### src/rtl/accel_req_tracker.sv
// Elastic request FIFO toward Ara's accelerator port, with an outstanding-instruction cap,
// response accounting and sticky error/protocol status for end-of-test checks.
module accel_req_tracker #(
    parameter int ReqWidth       = 96,
    parameter int RespWidth      = 64,
    parameter int Depth          = 4,
    parameter int MaxOutstanding = 8,
    parameter bit HaltOnError    = 1'b1
) (
    input  logic                 clk_i,
    input  logic                 rst_i,
    input  logic [ReqWidth-1:0]  up_req_i,
    input  logic                 up_valid_i,
    output logic                 up_ready_o,
    output logic [ReqWidth-1:0]  acc_req_o,
    output logic                 acc_req_valid_o,
    input  logic                 acc_req_ready_i,
    input  logic [RespWidth-1:0] acc_resp_i,
    input  logic                 acc_resp_error_i,
    input  logic                 acc_resp_valid_i,
    output logic                 acc_resp_ready_o,
    output logic [15:0]          outstanding_o,
    output logic [31:0]          issued_cnt_o,
    output logic [31:0]          resp_cnt_o,
    output logic                 error_o,
    output logic [31:0]          err_idx_o,
    output logic                 proto_err_o,
    output logic                 idle_o
);

    localparam int PtrW = (Depth > 1) ? $clog2(Depth) : 1;
    localparam int CntW = PtrW + 1;

    logic [ReqWidth-1:0] mem [Depth];
    logic [PtrW-1:0]     wr_ptr_q, rd_ptr_q;
    logic [CntW-1:0]     count_q;
    logic [15:0]         outstanding_q;
    logic [31:0]         issued_q, resp_q, err_idx_q;
    logic                error_q, proto_q;

    logic full, empty, push, pop, resp_legal, resp_illegal, below_cap, halted;
    logic unused_resp;

    // Response payload is only observed by the environment, never stored here.
    assign unused_resp = ^acc_resp_i;

    assign full         = (count_q == CntW'(Depth));
    assign empty        = (count_q == '0);
    assign below_cap    = (outstanding_q < 16'(MaxOutstanding));
    assign halted       = HaltOnError && error_q;

    assign up_ready_o       = !full;
    assign acc_req_o        = mem[rd_ptr_q];
    assign acc_req_valid_o  = !empty && below_cap && !halted;
    assign acc_resp_ready_o = 1'b1;

    assign push         = up_valid_i && !full;
    assign pop          = acc_req_valid_o && acc_req_ready_i;
    assign resp_legal   = acc_resp_valid_i && (outstanding_q != '0);
    assign resp_illegal = acc_resp_valid_i && (outstanding_q == '0);

    // Payload storage carries no reset; only the pointers and counters decide what is valid.
    always_ff @(posedge clk_i) begin
        if (push) begin
            mem[wr_ptr_q] <= up_req_i;
        end
    end

    always_ff @(posedge clk_i) begin
        if (rst_i) begin
            wr_ptr_q      <= '0;
            rd_ptr_q      <= '0;
            count_q       <= '0;
            outstanding_q <= '0;
            issued_q      <= '0;
            resp_q        <= '0;
            err_idx_q     <= '0;
            error_q       <= 1'b0;
            proto_q       <= 1'b0;
        end else begin
            if (push) begin
                wr_ptr_q <= wr_ptr_q + 1'b1;
            end
            if (pop) begin
                rd_ptr_q <= rd_ptr_q + 1'b1;
                issued_q <= issued_q + 32'd1;
            end
            case ({push, pop})
                2'b10:   count_q <= count_q + 1'b1;
                2'b01:   count_q <= count_q - 1'b1;
                default: count_q <= count_q;
            endcase
            case ({pop, resp_legal})
                2'b10:   outstanding_q <= outstanding_q + 16'd1;
                2'b01:   outstanding_q <= outstanding_q - 16'd1;
                default: outstanding_q <= outstanding_q;
            endcase
            if (resp_legal) begin
                resp_q <= resp_q + 32'd1;
                // Only the first error is recorded, indexed by the pre-increment response count.
                if (acc_resp_error_i && !error_q) begin
                    error_q   <= 1'b1;
                    err_idx_q <= resp_q;
                end
            end
            if (resp_illegal) begin
                proto_q <= 1'b1;
            end
        end
    end

    assign outstanding_o = outstanding_q;
    assign issued_cnt_o  = issued_q;
    assign resp_cnt_o    = resp_q;
    assign error_o       = error_q;
    assign err_idx_o     = err_idx_q;
    assign proto_err_o   = proto_q;
    assign idle_o        = empty && (outstanding_q == '0);

endmodule

### config.mk
export PLATFORM = sky130hd
export DESIGN_NAME = accel_req_tracker
export DESIGN_NICKNAME = d
export VERILOG_FILES = /design/src/rtl/accel_req_tracker.sv
export SDC_FILE = /design/constraint.sdc
export NUM_CORES = 1
export LEC_CHECK = 0
export ABC_AREA = 0
export CAP_MARGIN = 30
export CORE_MARGIN = 5
export CORE_UTILIZATION = 56
export CTS_BUF_LIST = sky130_fd_sc_hd__clkbuf_16
export DETAILED_ROUTE_END_ITERATION = 8
export PLACE_DENSITY = 0.91
export SLEW_MARGIN = 20
export SYNTH_ARGS = -nofsm -noshare
export SYNTH_HDL_FRONTEND = slang
export SYNTH_SLANG_ARGS = --single-unit
### constraint.sdc
create_clock -name clk_i -period 8.1 [get_ports clk_i]
set_input_delay 0.81 -clock clk_i [delete_from_list [all_inputs] [get_ports clk_i]]
set_output_delay 0.81 -clock clk_i [all_outputs]
set_load 0.01 [all_outputs]
# Word-level counts from Yosys, hierarchy flattened

Memory sizes are Yosys's and may differ from the RTL's. A register that Yosys moved wholly into a read port is not among the register bits.
Index checks and enable logic that the tools add are counted.

Register bits after elaboration: 121
RAM bits: 384
Input bits: 166
Output and inout bits: 214
Word-level logic and storage cells: 47
Memories: 1

Memories:

| name | depth | bits a word | rd ports | clocked after Yosys merged registers in | wr ports | RTL line | RTL |
|---|---|---|---|---|---|---|---|
| mem  | 4     | 96          | 1        | 1                                       | 1        | 34       | `logic [ReqWidth-1:0] mem [Depth];` |

Add/sub/neg operators: 8
Order comparisons: 1
Equality and inequality tests: 5
Multiplexer cells: 6
Reductions and logical operators: 17

Operators by type and width:

| kind                    | count |
|---|---|
| $add A32 B1 Y32 const B | 2 |
| $pmux W16 S2            | 1 |
| $add A16 B1 Y16 const B | 1 |
| $logic_not A16 Y1       | 1 |
| $lt A16 B4 Y1 const B   | 1 |
| $reduce_bool A16 Y1     | 1 |
| $sub A16 B1 Y16 const B | 1 |
| $logic_and A1 B1 Y1     | 8 |
| $pmux W3 S2             | 1 |
| $add A2 B1 Y2 const B   | 2 |
| $eq A2 B1 Y1 const B    | 2 |
| $eq A2 B2 Y1 const B    | 2 |
| $mux W2                 | 2 |
| $reduce_bool A2 Y1      | 2 |
| $add A3 B1 Y3 const B   | 1 |
| $eq A3 B3 Y1 const B    | 1 |
| $logic_not A1 Y1        | 3 |
| $logic_not A3 Y1        | 1 |
| $sub A3 B1 Y3 const B   | 1 |
| $mux W1                 | 2 |
| $reduce_and A2 Y1       | 1 |

# Longest topological paths before layout

Depth in word-level cells: 7
Depth in mapped cells: 14
Mapped depth without buffers: 12

# Least setup slack after synthesis

No wires, ideal clock.

Path kind: flip-flop to flip-flop
From: reg outstanding_q[8] (netlist: outstanding_o[8])
To: reg outstanding_q[14] (netlist: outstanding_o[14])
Setup time: 122 ps
Data arrival time: 3,758 ps
Data required time: 7,978 ps
Setup slack: 4,220 ps
Cell stages (with the launch flop): 15
Path buffers: 2
Period minus slack after synthesis: 3,880 ps
Cell sequence: dfxtp_1 nor4_1 and4_1 clkbuf_1 a21o_1 inv_2 buf_2 ha_1 fa_1 a211oi_1 o211ai_1 a221oi_1 o21ai_0 nor4b_1 a311o_1

Elaborated cells between the ends (all ways): 12
Those cells by class: add/sub: 2; order compare: 1; eq/ne: 2; mux: 1; reduce/logical: 6

RTL lines:

| item                                               | RTL line | RTL |
|---|---|---|
| start: declaration                                 | 37       | `logic [15:0] outstanding_q;` |
| start signal: assignment                           | 94       | `2'b10: outstanding_q <= outstanding_q + 16'd1;` |
| start signal: assignment                           | 95       | `2'b01: outstanding_q <= outstanding_q - 16'd1;` |
| start signal: assignment                           | 96       | `default: outstanding_q <= outstanding_q;` |
| $reduce_bool A16 Y1 *                              | 59       | `assign resp_legal = acc_resp_valid_i && (outstanding_q != '0);` |
| $logic_and A1 B1 Y1 *                              | 59       |  |
| via resp_legal                                     | 41       | `logic full, empty, push, pop, resp_legal, resp_illegal, below_cap, halted;` |
| $eq A2 B1 Y1 or $eq A2 B2 Y1 (tied branches)       | 93       | `case ({pop, resp_legal})` |
| $pmux W16 S2 or $reduce_bool A2 Y1 (tied branches) | n/a      |  |

Mark *: on every way through the listed nets, which the timed path passes. The rest lies on a longest branch.
A chain may end at the register's enable or synchronous reset.

# Worst setup path in the final report

From: reg outstanding_q[8] (netlist: outstanding_o[8])
To: reg outstanding_q[14] (netlist: outstanding_o[14])

Word-level cells in the longest chain between the ends: 6
Elaborated cells between the ends (all ways): 12
Those cells by class: add/sub: 2; order compare: 1; eq/ne: 2; mux: 1; reduce/logical: 6

RTL lines:

| item                                               | RTL line | RTL |
|---|---|---|
| $lt A16 B4 Y1                                      | 49       | `assign below_cap = (outstanding_q < 16'(MaxOutstanding));` |
| $logic_and A1 B1 Y1 (2 in a row)                   | 54       | `assign acc_req_valid_o = !empty && below_cap && !halted;` |
| $logic_and A1 B1 Y1                                | 58       | `assign pop = acc_req_valid_o && acc_req_ready_i;` |
| $eq A2 B1 Y1 or $eq A2 B2 Y1 (tied branches)       | 93       |  |
| $pmux W16 S2 or $reduce_bool A2 Y1 (tied branches) | n/a      |  |

Several ways; a longest one is shown, not always the timed one.

==> flow_metrics.tcl <==
set metrics [dict create \
    status "completed" \
    synth_edf_count 384 \
    required_ps 8570 \
    power.total_uw 6660 \
    avgViaCountPerCell 5.97 \
    endpoint_kind "flop" \
    grt_pass1_wl_um 76900 \
    rsz0062_at_grt "no" \
    p_leak_uw 0.00814 \
    grt_max_degree 66 \
    clockBufferDepth 3 \
    clock_power_share_pct 35.3 \
    syn_nets 1418 \
    dp_hpwl_um 31000 \
    insertion_delay_ps 580 \
    clk_pin_slew_ps 60 \
    die_y_um 197 \
    design_area_um2 25000 \
    period_minus_slack_ps 4610 \
    powerDensity_nw_per_um2 267 \
    slew_violations 0 \
    yosysWarnings 0 \
    ys_seq_area_share_pct 71.2 \
    p_int_uw 4920 \
    drv_cap 0 \
    timing.fmax_mhz 217 \
    crit_path_start_kind "flop" \
    place_congestion 0.874 \
    grt_use_total_pct 25.8 \
    post_cts_buffers 0 \
    power_frac_comb_pct 18.4 \
    synth_area_um2 19700 \
    fin_tns_setup_ps 0 \
    root_buffer "clkbuf_16" \
    cts.sinks 507 \
    dieArea_um2 39000 \
    first_pass_iters 6 \
    crit_arrival_ps 5080 \
    ctsHoldBuffers 0 \
    async_flop_share_pct 0 \
    path_max_fanout 18 \
    hold_class "flop to flop" \
    synthDistinctLibCells 48 \
    switching_power_uw 1740 \
    wl_per_cell_um 24.8 \
    syn_avg_cell_area_um2 16.0 \
    io_pins 380 \
    path_class "flop to flop" \
    drc 0 \
    worst-slew-pin-transition_ps 966 \
    relSlewSlack_pct 35.6 \
    synth_seq_cells 507 \
    nets 1741 \
    hold_viol_final 0 \
    period_share_pct 56.9 \
    ant_nets 0 \
    setup_viol 0 \
    die_w_um 197 \
    cts_resized 0 \
    tritoncts "built" \
    p_seq_share_pct 46.3 \
    dr_total_vias 12300 \
    drive_gt1_share_pct 12.3 \
    grt_pass1_vias 12700 \
    netlist_instances 1228 \
    placed_cell_area_um2 23300 \
    synthFlopType "edfxtp_1" \
    wirelength_um 50900 \
    numCtsBuffers 50 \
    htree_levels 2 \
    portBuffers 314 \
    syn_to_final_growth_pct 27.0 \
    antenna_found_initial 8 \
    fill_cells 2077 \
    first_iter_violations 941 \
    ir_drop_mv 0.265 \
    num_rows 68 \
    core_um2 34600 \
    start_util_pct 56.8 \
    grt_overflow 0 \
    switching_share_pct 26.1 \
    clock_skew_ps 13.1 \
]
[final timing paths]
check                                                    from                             end  slack (ps)  cells past startpoint
worst min-delay path               err_idx_o[31]$_SDFFE_PP0P_      err_idx_o[31]$_SDFFE_PP0P_         460                      2
worst max register to register  outstanding_o[8]$_SDFFE_PP0P_  outstanding_o[14]$_SDFFE_PP0P_        3490                     12
worst min register to register     err_idx_o[31]$_SDFFE_PP0P_      err_idx_o[31]$_SDFFE_PP0P_         460                      2
worst max-delay path            outstanding_o[8]$_SDFFE_PP0P_  outstanding_o[14]$_SDFFE_PP0P_        3490                     12
[kinds of logic (layout without fill, tap and decap cells)]
kind of cell / after synthesis / after routing / share of synthesized area, %
mux: 99 / 99 / 11.2
simple gates: 323 / 323 / 7.85
flops: 507 / 507 / 71.2
compound gates: 138 / 138 / 4.04
fa+ha+maj: 24 / 24 / 1.60
other cells: 1 / 7 / 0.0191
xor+xnor: 56 / 56 / 2.49
buf+inv: 80 / 443 / 1.69
[synth_stat cells, types with 3 or more instances]
cell | n | area share [%]
edfxtp_1 | 384 | 59
dfxtp_1 | 123 | 13
nand2_1 | 116 | 2.2
mux4_2 | 96 | 11
a21oi_1 | 74 | 1.9
nor2_1 | 67 | 1.3
xnor2_1 | 35 | 1.6
clkbuf_1 | 33 | 0.63
nand3_1 | 32 | 0.81
o21ai_0 | 28 | 0.71
nor3_1 | 23 | 0.59
and3_1 | 22 | 0.70
ha_1 | 22 | 1.4
inv_1 | 22 | 0.42
xor2_1 | 21 | 0.94
nand4_1 | 16 | 0.51
or3_1 | 14 | 0.45
buf_1 | 10 | 0.19
buf_2 | 10 | 0.25
a21o_1 | 8 | 0.31
and4_1 | 8 | 0.36
nor4_1 | 6 | 0.19
a211oi_1 | 5 | 0.19
o31ai_1 | 5 | 0.19
or4_1 | 5 | 0.19
and2_1 | 4 | 0.13
o211ai_1 | 4 | 0.15
o21a_1 | 4 | 0.15
buf_4 | 3 | 0.11
[layout make-up]
class,count,area (um2),area share [%]
Sequential cell,507,14000,56.0
Multi-Input combinational cell,641,5370,21.5
Timing Repair Buffer,328,3280,13.1
Clock buffer,51,1280,5.11
Tap cell,455,569,2.28
Clock inverter,41,387,1.55
Inverter,23,86.3,0.346
Antenna cell,6,15.0,0.0601
[power groups by stage]
stage	registers [uW]	clock network (uW)	logic [uW]
2_1_floorplan	3110	0	707
3_3_place_gp	3110	0	1160
3_5_place_dp	3130	0	1200
4_1_cts	3080	2400	1220
5_1_grt	3090	2520	1330
6_report	3080	2350	1230
[per-stage QoR]
step | instances | util, % | setup WS, ps | hold WS (ps)
3_5_place_dp | 1954 | 67.3 | 3160 | 448
5_1_grt | 2048 | 72.1 | 3100 | 479
6_report | 2052 | 72.1 | 3490 | 457
2_1_floorplan | 1228 | - | 4220 | 469
4_1_cts | 2046 | 72.1 | 3530 | 459
3_3_place_gp | 1951 | 67.1 | 3220 | 442
[sequential cells by signal, summed over array words and instances (netlist names), named ones only]
name / cells
wr_ptr_q: 2
mem: 384
err_idx_o: 32
issued_cnt_o: 32
outstanding_o: 16
error_o: 1
resp_cnt_o: 32
rd_ptr_q: 2
proto_err_o: 1
count_q: 3
[routing by layer]
metal | up-vias | GRT usage (%) | share of wire, %
li1 | 5378 | - | -
met4 | 12 | 7.42 | 2.5
met5 | - | 0 | 0.17
met1 | 6187 | 33.4 | 38
met2 | 589 | 43.4 | 50
met3 | 88 | 7.01 | 9.5
[placed cells by master, fill, tap and decap left out, types with 6 or more instances in the layout]
| cell type | instances |
|---|---|
| clkinv_2 | 7 |
| nand4_1 | 16 |
| xnor2_1 | 35 |
| and3_1 | 18 |
| mux4_2 | 96 |
| xor2_1 | 21 |
| nand2_1 | 116 |
| a21o_1 | 8 |
| o21ai_0 | 28 |
| clkdlybuf4s50_1 | 313 |
| inv_1 | 30 |
| and4_1 | 8 |
| clkbuf_16 | 51 |
| a21oi_1 | 74 |
| nor2_1 | 67 |
| nand3_1 | 32 |
| nor4_1 | 6 |
| dfxtp_1 | 121 |
| ha_1 | 22 |
| bufinv_16 | 7 |
| or3_1 | 14 |
| diode_2 | 6 |
| clkinv_1 | 13 |
| nor3_1 | 23 |
| edfxtp_1 | 384 |
| buf_4 | 12 |
[worst max-delay path, stage by stage, from the launching register on]
cell,delay [ps]
dfxtp_1,340
nor4_1,390
and4_1,420
and2_1,500
inv_1,130
ha_1,490
fa_1,560
a211oi_1,410
o211ai_1,170
a221oi_1,420
o21ai_0,170
nor4b_1,160
a311o_1,340
No activity file was read; power rests on OpenSTA's default activity.
